**src/rtl/mem_refill_arbiter_if.sv**
```systemverilog
// Bundle between the two cache requesters, the refill arbiter and the
// shared word-wide backing memory.
interface mem_refill_arbiter_if #(
    parameter int DATA_WIDTH    = 32,
    parameter int ADDRESS_WIDTH = 30,
    parameter int BLOCK_SIZE    = 3
);
    localparam int BW = DATA_WIDTH << BLOCK_SIZE;

    logic                     i_req;
    logic [ADDRESS_WIDTH-1:0] i_addr;
    logic [BW-1:0]            i_block;
    logic                     i_done;

    logic                     d_req;
    logic                     d_we;
    logic [ADDRESS_WIDTH-1:0] d_addr;
    logic [DATA_WIDTH-1:0]    d_wdata;
    logic [BW-1:0]            d_block;
    logic                     d_done;

    logic                     mem_req;
    logic                     mem_we;
    logic [ADDRESS_WIDTH-1:0] mem_addr;
    logic [DATA_WIDTH-1:0]    mem_wdata;
    logic                     mem_ready;
    logic                     mem_rvalid;
    logic [DATA_WIDTH-1:0]    mem_rdata;

    logic                     busy;

    modport slave (
        input  i_req, i_addr, d_req, d_we, d_addr, d_wdata,
        input  mem_ready, mem_rvalid, mem_rdata,
        output i_block, i_done, d_block, d_done,
        output mem_req, mem_we, mem_addr, mem_wdata, busy
    );

    modport master (
        output i_req, i_addr, d_req, d_we, d_addr, d_wdata,
        output mem_ready, mem_rvalid, mem_rdata,
        input  i_block, i_done, d_block, d_done,
        input  mem_req, mem_we, mem_addr, mem_wdata, busy
    );
endinterface

```
**src/rtl/mem_refill_arbiter.sv**
```systemverilog
// Round-robin arbiter sequencing I/D block refills and D write-through
// stores onto one handshaked word-wide memory port.
module mem_refill_arbiter #(
    parameter int DATA_WIDTH    = 32,
    parameter int ADDRESS_WIDTH = 30,
    parameter int BLOCK_SIZE    = 3
) (
    input  logic                clk,
    input  logic                rst,
    mem_refill_arbiter_if.slave bus
);
    localparam int HW = ADDRESS_WIDTH - BLOCK_SIZE;

    typedef enum logic [2:0] {
        IDLE,
        ISSUE,
        WAIT,
        WRITE,
        DONE
    } state_t;

    state_t                state;
    logic [BLOCK_SIZE-1:0] k;
    logic [HW-1:0]         base_hi;
    logic                  sel_d;
    logic                  prio_d;
    logic                  grant_d;
    logic [HW-1:0]         grant_hi;

    always_comb begin
        grant_d  = bus.d_req && (!bus.i_req || prio_d);
        grant_hi = grant_d ? bus.d_addr[ADDRESS_WIDTH-1:BLOCK_SIZE]
                           : bus.i_addr[ADDRESS_WIDTH-1:BLOCK_SIZE];
    end

    always_ff @(posedge clk) begin
        if (rst) begin
            state         <= IDLE;
            k             <= '0;
            base_hi       <= '0;
            sel_d         <= 1'b0;
            prio_d        <= 1'b1;
            bus.i_block   <= '0;
            bus.d_block   <= '0;
            bus.i_done    <= 1'b0;
            bus.d_done    <= 1'b0;
            bus.mem_req   <= 1'b0;
            bus.mem_we    <= 1'b0;
            bus.mem_addr  <= '0;
            bus.mem_wdata <= '0;
            bus.busy      <= 1'b0;
        end else begin
            unique case (state)
                IDLE: begin
                    if (bus.i_req || bus.d_req) begin
                        // Favour the loser of this grant next time both ask.
                        prio_d      <= !grant_d;
                        sel_d       <= grant_d;
                        base_hi     <= grant_hi;
                        k           <= '0;
                        bus.busy    <= 1'b1;
                        bus.mem_req <= 1'b1;
                        if (grant_d && bus.d_we) begin
                            state         <= WRITE;
                            bus.mem_we    <= 1'b1;
                            bus.mem_addr  <= bus.d_addr;
                            bus.mem_wdata <= bus.d_wdata;
                        end else begin
                            state        <= ISSUE;
                            bus.mem_addr <= {grant_hi, {BLOCK_SIZE{1'b0}}};
                        end
                    end
                end
                ISSUE: begin
                    if (bus.mem_ready) begin
                        state       <= WAIT;
                        bus.mem_req <= 1'b0;
                    end
                end
                WAIT: begin
                    if (bus.mem_rvalid) begin
                        if (sel_d) begin
                            bus.d_block[k*DATA_WIDTH +: DATA_WIDTH] <= bus.mem_rdata;
                        end else begin
                            bus.i_block[k*DATA_WIDTH +: DATA_WIDTH] <= bus.mem_rdata;
                        end
                        if (k == '1) begin
                            state      <= DONE;
                            bus.i_done <= !sel_d;
                            bus.d_done <= sel_d;
                        end else begin
                            k            <= k + 1'b1;
                            state        <= ISSUE;
                            bus.mem_req  <= 1'b1;
                            bus.mem_addr <= {base_hi, k + 1'b1};
                        end
                    end
                end
                WRITE: begin
                    if (bus.mem_ready) begin
                        state         <= DONE;
                        bus.mem_req   <= 1'b0;
                        bus.mem_we    <= 1'b0;
                        bus.mem_wdata <= '0;
                        bus.d_done    <= 1'b1;
                    end
                end
                DONE: begin
                    state      <= IDLE;
                    bus.i_done <= 1'b0;
                    bus.d_done <= 1'b0;
                    bus.busy   <= 1'b0;
                end
                default: begin
                    state <= IDLE;
                end
            endcase
        end
    end
endmodule

```
**src/flat_wrapper.sv**
```systemverilog
// flat-port wrapper written by rule: the top's interface ports become plain ports
module mem_refill_arbiter_flat 
#(
    parameter int DATA_WIDTH    = 32,
    parameter int ADDRESS_WIDTH = 30,
    parameter int BLOCK_SIZE    = 3
)
  (clk, rst, bus_i_req, bus_i_addr, bus_d_req, bus_d_we, bus_d_addr, bus_d_wdata, bus_mem_ready, bus_mem_rvalid, bus_mem_rdata, bus_i_block, bus_i_done, bus_d_block, bus_d_done, bus_mem_req, bus_mem_we, bus_mem_addr, bus_mem_wdata, bus_busy);
  mem_refill_arbiter_if #(.DATA_WIDTH(DATA_WIDTH), .ADDRESS_WIDTH(ADDRESS_WIDTH), .BLOCK_SIZE(BLOCK_SIZE)) bus_i ();
  input  logic clk;
  input  logic rst;
  input wire logic [$bits(bus_i.i_req)-1:0] bus_i_req;
  input wire logic [$bits(bus_i.i_addr)-1:0] bus_i_addr;
  input wire logic [$bits(bus_i.d_req)-1:0] bus_d_req;
  input wire logic [$bits(bus_i.d_we)-1:0] bus_d_we;
  input wire logic [$bits(bus_i.d_addr)-1:0] bus_d_addr;
  input wire logic [$bits(bus_i.d_wdata)-1:0] bus_d_wdata;
  input wire logic [$bits(bus_i.mem_ready)-1:0] bus_mem_ready;
  input wire logic [$bits(bus_i.mem_rvalid)-1:0] bus_mem_rvalid;
  input wire logic [$bits(bus_i.mem_rdata)-1:0] bus_mem_rdata;
  output wire logic [$bits(bus_i.i_block)-1:0] bus_i_block;
  output wire logic [$bits(bus_i.i_done)-1:0] bus_i_done;
  output wire logic [$bits(bus_i.d_block)-1:0] bus_d_block;
  output wire logic [$bits(bus_i.d_done)-1:0] bus_d_done;
  output wire logic [$bits(bus_i.mem_req)-1:0] bus_mem_req;
  output wire logic [$bits(bus_i.mem_we)-1:0] bus_mem_we;
  output wire logic [$bits(bus_i.mem_addr)-1:0] bus_mem_addr;
  output wire logic [$bits(bus_i.mem_wdata)-1:0] bus_mem_wdata;
  output wire logic [$bits(bus_i.busy)-1:0] bus_busy;
  assign bus_i.i_req = bus_i_req;
  assign bus_i.i_addr = bus_i_addr;
  assign bus_i.d_req = bus_d_req;
  assign bus_i.d_we = bus_d_we;
  assign bus_i.d_addr = bus_d_addr;
  assign bus_i.d_wdata = bus_d_wdata;
  assign bus_i.mem_ready = bus_mem_ready;
  assign bus_i.mem_rvalid = bus_mem_rvalid;
  assign bus_i.mem_rdata = bus_mem_rdata;
  assign bus_i_block = bus_i.i_block;
  assign bus_i_done = bus_i.i_done;
  assign bus_d_block = bus_i.d_block;
  assign bus_d_done = bus_i.d_done;
  assign bus_mem_req = bus_i.mem_req;
  assign bus_mem_we = bus_i.mem_we;
  assign bus_mem_addr = bus_i.mem_addr;
  assign bus_mem_wdata = bus_i.mem_wdata;
  assign bus_busy = bus_i.busy;
  mem_refill_arbiter #(.DATA_WIDTH(DATA_WIDTH), .ADDRESS_WIDTH(ADDRESS_WIDTH), .BLOCK_SIZE(BLOCK_SIZE)) u_core (.clk(clk), .rst(rst), .bus(bus_i));
endmodule
```
**config.mk**
```make
export PLATFORM = sky130hd
export DESIGN_NAME = mem_refill_arbiter_flat
export DESIGN_NICKNAME = d
export VERILOG_FILES = /design/src/rtl/mem_refill_arbiter_if.sv /design/src/rtl/mem_refill_arbiter.sv /design/src/flat_wrapper.sv
export SDC_FILE = /design/constraint.sdc
export NUM_CORES = 1
export LEC_CHECK = 0
export ABC_AREA = 1
export BUFFER_PORTS_ARGS = -buffer_cell sky130_fd_sc_hd__buf_2
export CORE_AREA = 2 2 276 278
export DETAILED_ROUTE_END_ITERATION = 8
export DIE_AREA = 0 0 278 280
export PLACE_DENSITY = 0.55
export SLEW_MARGIN = 20
export SYNTH_ARGS = -nofsm -noshare
export SYNTH_HDL_FRONTEND = slang
export SYNTH_SLANG_ARGS = --single-unit
export TNS_END_PERCENT = 1
```
**constraint.sdc**
```tcl
create_clock -name clk -period 2.2 [get_ports clk]
set_input_delay 0.33 -clock clk [delete_from_list [all_inputs] [get_ports clk]]
set_output_delay 0.33 -clock clk [all_outputs]
set_load 0.02 [all_outputs]
```
==> results.py, run 1 <==
metrics = {
    "placed_design": {
        "dp_cells": 4861,
        "port_buffers": 706,
        "dp_hpwl_um": 74100,
        "gp_congestion": 0.861,
    },
    "timing": {
        "min_period_ns": 2.16,
        "fin_crit_sh_pct": 98.2,
        "slew_headroom_pct": 45.6,
        "finClkSkew_ns": 0.0275,
        "rsz0062_at_grt": "true",
        "hold_viol": 0,
        "worst_pin_slew_ns": 0.810,
        "hold_slack_ns": 0.0509,
        "max_freq_ghz": 0.463,
        "setup_viol": 0,
        "fin_tns_setup_ns": 0,
        "maxSlewViolCount": 0,
    },
    "critical_path": {
        "end_kind": "flip-flop",
        "cpMostUsedCell": "nor2_1",
        "crit_type": "flip-flop to flip-flop",
        "required_ns": 2.75,
        "critical_path.max_fanout": 33,
        "crit_chain": "inv_1 -> ha_1 -> ha_1 -> nand2_1 -> nor2_1 -> nand2_1 -> buf_12 -> inv_2 -> buf_12 -> nor2_1 -> nor2_1",
        "worstPathArrival_ns": 2.71,
        "cp-start-kind": "flip-flop",
        "slowest_delay_ns": 0.37,
        "cpMaxStageDelayCell": "ha_1",
        "rrSetupSlack_ns": 0.04,
    },
    "global_route": {
        "grt_pass1_vias": 22600,
        "use_met3_pct": 6.23,
        "top_usage_layer": "met2",
        "met2_usage_pct": 40.8,
        "track_usage_pct": 24.9,
        "antenna_found_initial": 11,
        "grt_pass1_wl_um": 146000,
        "gr-usage-met1_pct": 30.8,
        "gr-total-overflow": 0,
        "grt_start_max_net_pins": 107,
    },
    "clock_network": {
        "ctsHtreeMaxLevel": 3,
        "clock_latency_ns": 0.63,
        "path_clk_slew_ns": 0.06,
        "cts_tree": "done",
        "cts_sinks": 614,
        "cts_inserted_buffers": 71,
        "clockBufferDepth": 3,
        "root_buffer": "clkbuf_16",
    },
    "synth": {
        "ys_ff_latch": 614,
        "syn_nets": 3373,
        "yosysSeqAreaShare_pct": 52.3,
        "yosysTopAreaCellShare_pct": 52.3,
        "yosysUniqueCellTypes": 30,
        "syn_area_um2": 23500,
        "avgSynthCellArea_um2": 7.27,
        "syn_inst": 3235,
        "yosysTopAreaCell": "dfxtp_1",
        "synthTopCellsByArea": "dfxtp_1 (52%), nor2_1 (17%), o21ai_0 (9.8%)",
        "ys_warn_count": 0,
    },
    "die": {
        "coreArea_um2": 75200,
        "io_pins": 710,
        "dieArea_um2": 77800,
        "initial_core_util_pct": 31.3,
        "num_rows": 101,
        "die_h_um": 280,
        "fp.dieW_um": 278,
    },
    "routing": {
        "vias": 23900,
        "ant_nets": 0,
        "wl_per_cell_um": 20.0,
        "postRouteWirelength_um": 100000,
        "first_pass_iters": 5,
        "drc": 0,
        "viasPerCell": 4.76,
        "drtIter0Drc": 1591,
    },
    "run": {
        "drv_cap": 0,
    },
    "power": {
        "leakage_nw": 15.9,
        "power.density_nw_per_um2": 824,
        "ir_worst_vdd_v": 0.000523,
    },
    "final_layout": {
        "final_cells": 5029,
        "nNetsFinal": 4132,
        "drive_above_1_share_pct": 26.3,
        "area_delta_synth_final_pct": 36.6,
        "final_common_cell": "nor2_1",
        "layout.cells.most_common_list": "nor2_1 (1,043), buf_2 (705), dfxtp_1 (614)",
    },
    "worst_hold_path": {
        "hold_path.class": "input pin to flip-flop",
    },
    "outcome": {
        "status": "completed",
    },
}
-- registers in the layout, indices dropped and copies added, names as in the netlist, 3 cells and up --
register / count
u_core.k: 3
u_core.bus.mem_wdata: 32
u_core.base_hi: 27
u_core.bus.d_block: 256
u_core.bus.mem_addr: 30
u_core.state: 3
u_core.bus.i_block: 256
-- cell usage after synthesis --
| cell | n |
|---|---|
| nor2_4 | 4 |
| buf_1 | 8 |
| buf_4 | 13 |
| buf_6 | 1 |
| nor2_1 | 1064 |
| o21ai_0 | 461 |
| nand3_4 | 2 |
| ha_1 | 7 |
| nand2_2 | 2 |
| nor3_1 | 91 |
| nor2_2 | 3 |
| nand3_2 | 1 |
| nand3_1 | 61 |
| nor3_4 | 2 |
| nand4_1 | 1 |
| nand4_2 | 1 |
| a21oi_1 | 102 |
| clkinv_1 | 1 |
| dfxtp_1 | 614 |
| nand3b_1 | 28 |
| nor2_8 | 1 |
| buf_2 | 62 |
| o21ai_1 | 46 |
| inv_2 | 8 |
| inv_1 | 143 |
| clkbuf_1 | 138 |
| clkbuf_2 | 2 |
| nand2_1 | 366 |
| o21bai_1 | 1 |
| a211oi_1 | 1 |
-- cells by family (layout without fill, tap and decap cells) --
| logic type | count (synthesis) | count (layout) | synth area share (%) |
|---|---|---|---|
| other cells | 0 | 6 | 0 |
| simple gates | 1627 | 1627 | 27.8 |
| fa+ha+maj | 7 | 7 | 0.372 |
| buf+inv | 376 | 1186 | 6.58 |
| flops | 614 | 614 | 52.3 |
| compound gates | 611 | 611 | 13.0 |
-- per-stage QoR --
step | power, mW | area, um2 | setup slack, ns | util (%)
final | 26.5 | 32100 | 0.0396 | 42.7
after global routing | 27.4 | 32100 | -0.120 | 42.7
after CTS | 26.7 | 31900 | -0.0206 | 42.5
after detailed placement | 14.4 | 29100 | -0.0342 | 38.7
after global placement | 14.4 | 29100 | -0.0219 | 38.7
after floorplan | 13.3 | 23500 | 0.200 | -
-- worst max-delay path: cells and delay by family (launching register included) --
family,cells,cell delay (ns)
adder cells (fa/ha/maj),2,0.59
AND/OR/NAND/NOR,5,0.61
flip-flops,1,0.33
buffers and inverters,4,0.54
-- final timing paths --
kind / startpoint / to / cells after the start
max reg2reg: u_core.k[0] / u_core.bus.d_block[98] / 11
min: bus_i_addr[11] / u_core.base_hi[8] / 5
min reg2reg: u_core.bus.mem_wdata[21] / u_core.bus.mem_wdata[21] / 2
max: u_core.k[0] / u_core.bus.d_block[98] / 11
-- area by class of cell --
type / instances / area, um2
clock inverters: 19 / 309
diodes: 6 / 15.0
clock buffers: 105 / 2110
inverters: 152 / 588
repair buffers: 910 / 5710
well taps: 978 / 1220
fillers: 7846 / 43100
multi-input cells: 2245 / 9900
flip-flops and latches: 614 / 12300
-- repair_timing --
item,in CTS,in global routing
hold endpoints to repair,34,0
pin swaps,1,3
setup endpoints to repair,15,433
hold buffers,34,0
gates resized for setup,7,57
buffers inserted,0,4
-- layer usage --
layer,routed length [um],vias to the layer above,share of wire (%)
met5,13,-,0.013
li1,-,11800,-
met4,4320,2,4.3
met2,46400,835,46
met3,7100,188,7.1
met1,42500,11100,42
-- power by group --
group	total (mW)	leakage (nW)	internal, mW	switching (mW)
Sequential	11.6	4.96	11.4	0.156
Clock	12.2	1.18	7.28	4.97
Combinational	2.66	9.75	0.880	1.78
Note: power is estimated with default switching activity, not from simulation.
==> inputs of run 2 (changes only) <==
--- a/config.mk
+++ b/config.mk
@@ -7,11 +7,12 @@
 export LEC_CHECK = 0
 export ABC_AREA = 1
 export BUFFER_PORTS_ARGS = -buffer_cell sky130_fd_sc_hd__buf_2
-export CORE_AREA = 2 2 276 278
+export CELL_PAD_IN_SITES_DETAIL_PLACEMENT = 2
+export CELL_PAD_IN_SITES_GLOBAL_PLACEMENT = 2
+export CORE_AREA = 2 2 293 295
 export DETAILED_ROUTE_END_ITERATION = 8
-export DIE_AREA = 0 0 278 280
-export PLACE_DENSITY = 0.55
-export SLEW_MARGIN = 20
+export DIE_AREA = 0 0 295 297
+export PLACE_DENSITY = 0.82
 export SYNTH_ARGS = -nofsm -noshare
 export SYNTH_HDL_FRONTEND = slang
 export SYNTH_SLANG_ARGS = --single-unit
==> run 2 against run 1 <==
  * Clock skew grew 0.013 ns
  * Non-clock buffer count grew 1
  * Clock power grew 3%
  * Critical endpoint is now u_core.bus.mem_addr[26]
==> results.py, run 2 (synthesis results as in run 1) <==
metrics = {
    "critical_path": {
        "path_buf_inv": 2,
        "timing.rr.start": "u_core.k[0]",
        "required_ns": 2.75,
        "cpMaxStageDelayCell": "dfxtp_1",
        "end_kind": "flip-flop",
        "worstPathArrival_ns": 2.68,
        "cp-start-kind": "flip-flop",
        "critical_path.max_fanout": 13,
        "crit_chain": "buf_4 -> ha_1 -> ha_1 -> nand3_1 -> nand3b_1 -> buf_4 -> nand2_1 -> a21oi_1",
        "reg2regPathDepth": 8,
        "rrSetupSlack_ns": 0.07,
        "slowest_delay_ns": 0.32,
        "crit_type": "flip-flop to flip-flop",
        "reg2reg_to": "u_core.bus.mem_addr[26]",
        "cpLargestDelayFamily": "buffers and inverters",
    },
    "timing": {
        "slew_headroom_pct": 58.1,
        "max_freq_ghz": 0.469,
        "hold_viol": 0,
        "fin_tns_setup_ns": 0,
        "min_period_ns": 2.13,
        "setup_viol": 0,
        "finClkSkew_ns": 0.0406,
        "fin_crit_sh_pct": 96.9,
        "hold_slack_ns": 0.0447,
        "rsz0062_at_grt": "true",
        "maxSlewViolCount": 0,
        "worst_pin_slew_ns": 0.624,
    },
    "clock_network": {
        "cts_sinks": 614,
        "clockBufferDepth": 3,
        "root_buffer": "clkbuf_16",
        "path_clk_slew_ns": 0.06,
        "cts_inserted_buffers": 74,
        "clock_latency_ns": 0.64,
        "ctsHtreeMaxLevel": 3,
        "cts_tree": "done",
    },
    "run": {
        "drv_cap": 0,
    },
    "die": {
        "num_rows": 107,
        "dieArea_um2": 87600,
        "die_h_um": 297,
        "initial_core_util_pct": 27.8,
        "io_pins": 710,
        "coreArea_um2": 84500,
        "fp.dieW_um": 295,
    },
    "power": {
        "p_comb_share_pct": 10.5,
        "power_frac_seq_pct": 43.0,
        "p_sw_mw": 7.45,
        "leakage_nw": 15.9,
        "ir_worst_vdd_v": 0.000556,
        "power.density_nw_per_um2": 836,
        "power_switching_share_pct": 27.6,
        "p_int_mw": 19.6,
        "p_clk_share_pct": 46.5,
        "power_mw": 27.0,
    },
    "global_route": {
        "grt_pass1_vias": 28000,
        "grt_pass1_wl_um": 185000,
        "antenna_found_initial": 9,
        "met2_usage_pct": 48.6,
        "top_usage_layer": "met2",
        "use_met3_pct": 5.38,
        "grt_start_max_net_pins": 103,
        "track_usage_pct": 28.0,
        "gr-usage-met1_pct": 32.6,
        "gr-total-overflow": 0,
    },
    "routing": {
        "vias": 25900,
        "ant_nets": 0,
        "drtIter0Drc": 1145,
        "wl_per_cell_um": 24.2,
        "viasPerCell": 4.97,
        "postRouteWirelength_um": 126000,
        "drc": 0,
        "first_pass_iters": 5,
    },
    "final_layout": {
        "drive_above_1_share_pct": 26.1,
        "post-route-util_pct": 38.3,
        "nNetsFinal": 4136,
        "area_delta_synth_final_pct": 37.5,
        "reg_top3": "u_core.bus.d_block: 256 flops, u_core.bus.i_block: 256 flops, u_core.bus.mem_wdata: 32 flops",
        "post-route-cell-area_um2": 32300,
        "layout.cells.most_common_list": "nor2_1 (1,056), buf_2 (705), dfxtp_1 (614)",
        "final_common_cell": "nor2_1",
    },
    "placed_design": {
        "dpl-instance-area_um2": 29300,
        "gp_congestion": 0.820,
        "dp_hpwl_um": 87600,
        "port_buffers": 706,
    },
    "worst_hold_path": {
        "hold_path_depth": 5,
        "min_to": "u_core.base_hi[8]",
        "hold_path.class": "input pin to flip-flop",
        "hp-start": "bus_i_addr[11]",
    },
    "outcome": {
        "status": "completed",
    },
}
==> run 2: changes by cell type in the layout (fill, tap and decap cells not counted), sizes merged <==
cell	before	now
diode	6	9
inv	154	157
clkbuf	105	109
clkinv	9	13
dlygate4sd3	34	33
buf	876	878
bufinv	5	4
clkinvlp	3	1
==> run 2: what timing repair did <==
action	4_1_cts	5_1_grt
hold buffers	33	0
hold endpoints to repair	33	0
gates resized for setup	13	36
pin swaps	1	0
buffers inserted	0	0
endpoints found under the setup margin	25	331
==> run 2: area by class of cell <==
class | instances | area (um2)
Fill cell | 9790 | 52100
Sequential cell | 614 | 12300
Multi-Input combinational cell | 2245 | 9910
Timing Repair Buffer | 911 | 5680
Clock buffer | 109 | 2160
Tap cell | 1144 | 1430
Inverter | 152 | 579
Clock inverter | 23 | 267
Antenna cell | 9 | 22.5
==> run 2: layer usage <==
layer	routed length (um)	vias to the layer above	part of all wire (%)
met5	13	-	0.010
met4	6830	2	5.4
met2	61700	806	49
met3	6820	275	5.4
met1	50600	13000	40
li1	-	11800	-
==> run 2: power by group through the flow <==
stage | Clock [mW] | Combinational [mW] | Sequential, mW
global placement | 0 | 2.60 | 11.8
global route | 13.2 | 3.08 | 11.6
detailed placement | 0 | 2.68 | 11.8
CTS | 12.7 | 2.77 | 11.6
floorplan | 0 | 1.23 | 12.1
finish | 12.6 | 2.84 | 11.6
==> run 2: how the worst max path moves through the flow <==
stage / start / endpoint / cells past startpoint / slack [ns]
2_1_floorplan: u_core.k[0] / u_core.bus.i_block[195] / 10 / 0.20
3_5_place_dp: u_core.k[1] / u_core.bus.i_block[46] / 10 / -0.15
3_3_place_gp: u_core.k[1] / u_core.bus.i_block[56] / 10 / -0.07
4_1_cts: u_core.k[1] / u_core.bus.i_block[224] / 10 / -0.03
5_1_grt: u_core.k[0] / u_core.bus.mem_addr[26] / 8 / -0.1
6_report: u_core.k[0] / u_core.bus.mem_addr[26] / 8 / 0.07
==> run 2: through the flow <==
step                setup WS [ns]  instances
floorplan                   0.200       3235
global placement          -0.0662       5033
detailed placement         -0.146       5033
CTS                       -0.0337       5198
global route              -0.0989       5205
finish                     0.0673       5207
==> run 2: worst reg2reg max path: cells and delay by family, from the launching register on <==
family	cells	cell delay, ns
buffers and inverters	2	0.55
AO/OA/AOI/OAI	1	0.17
AND/OR/NAND/NOR	3	0.53
adder cells (fa/ha/maj)	2	0.52
flip-flops	1	0.32
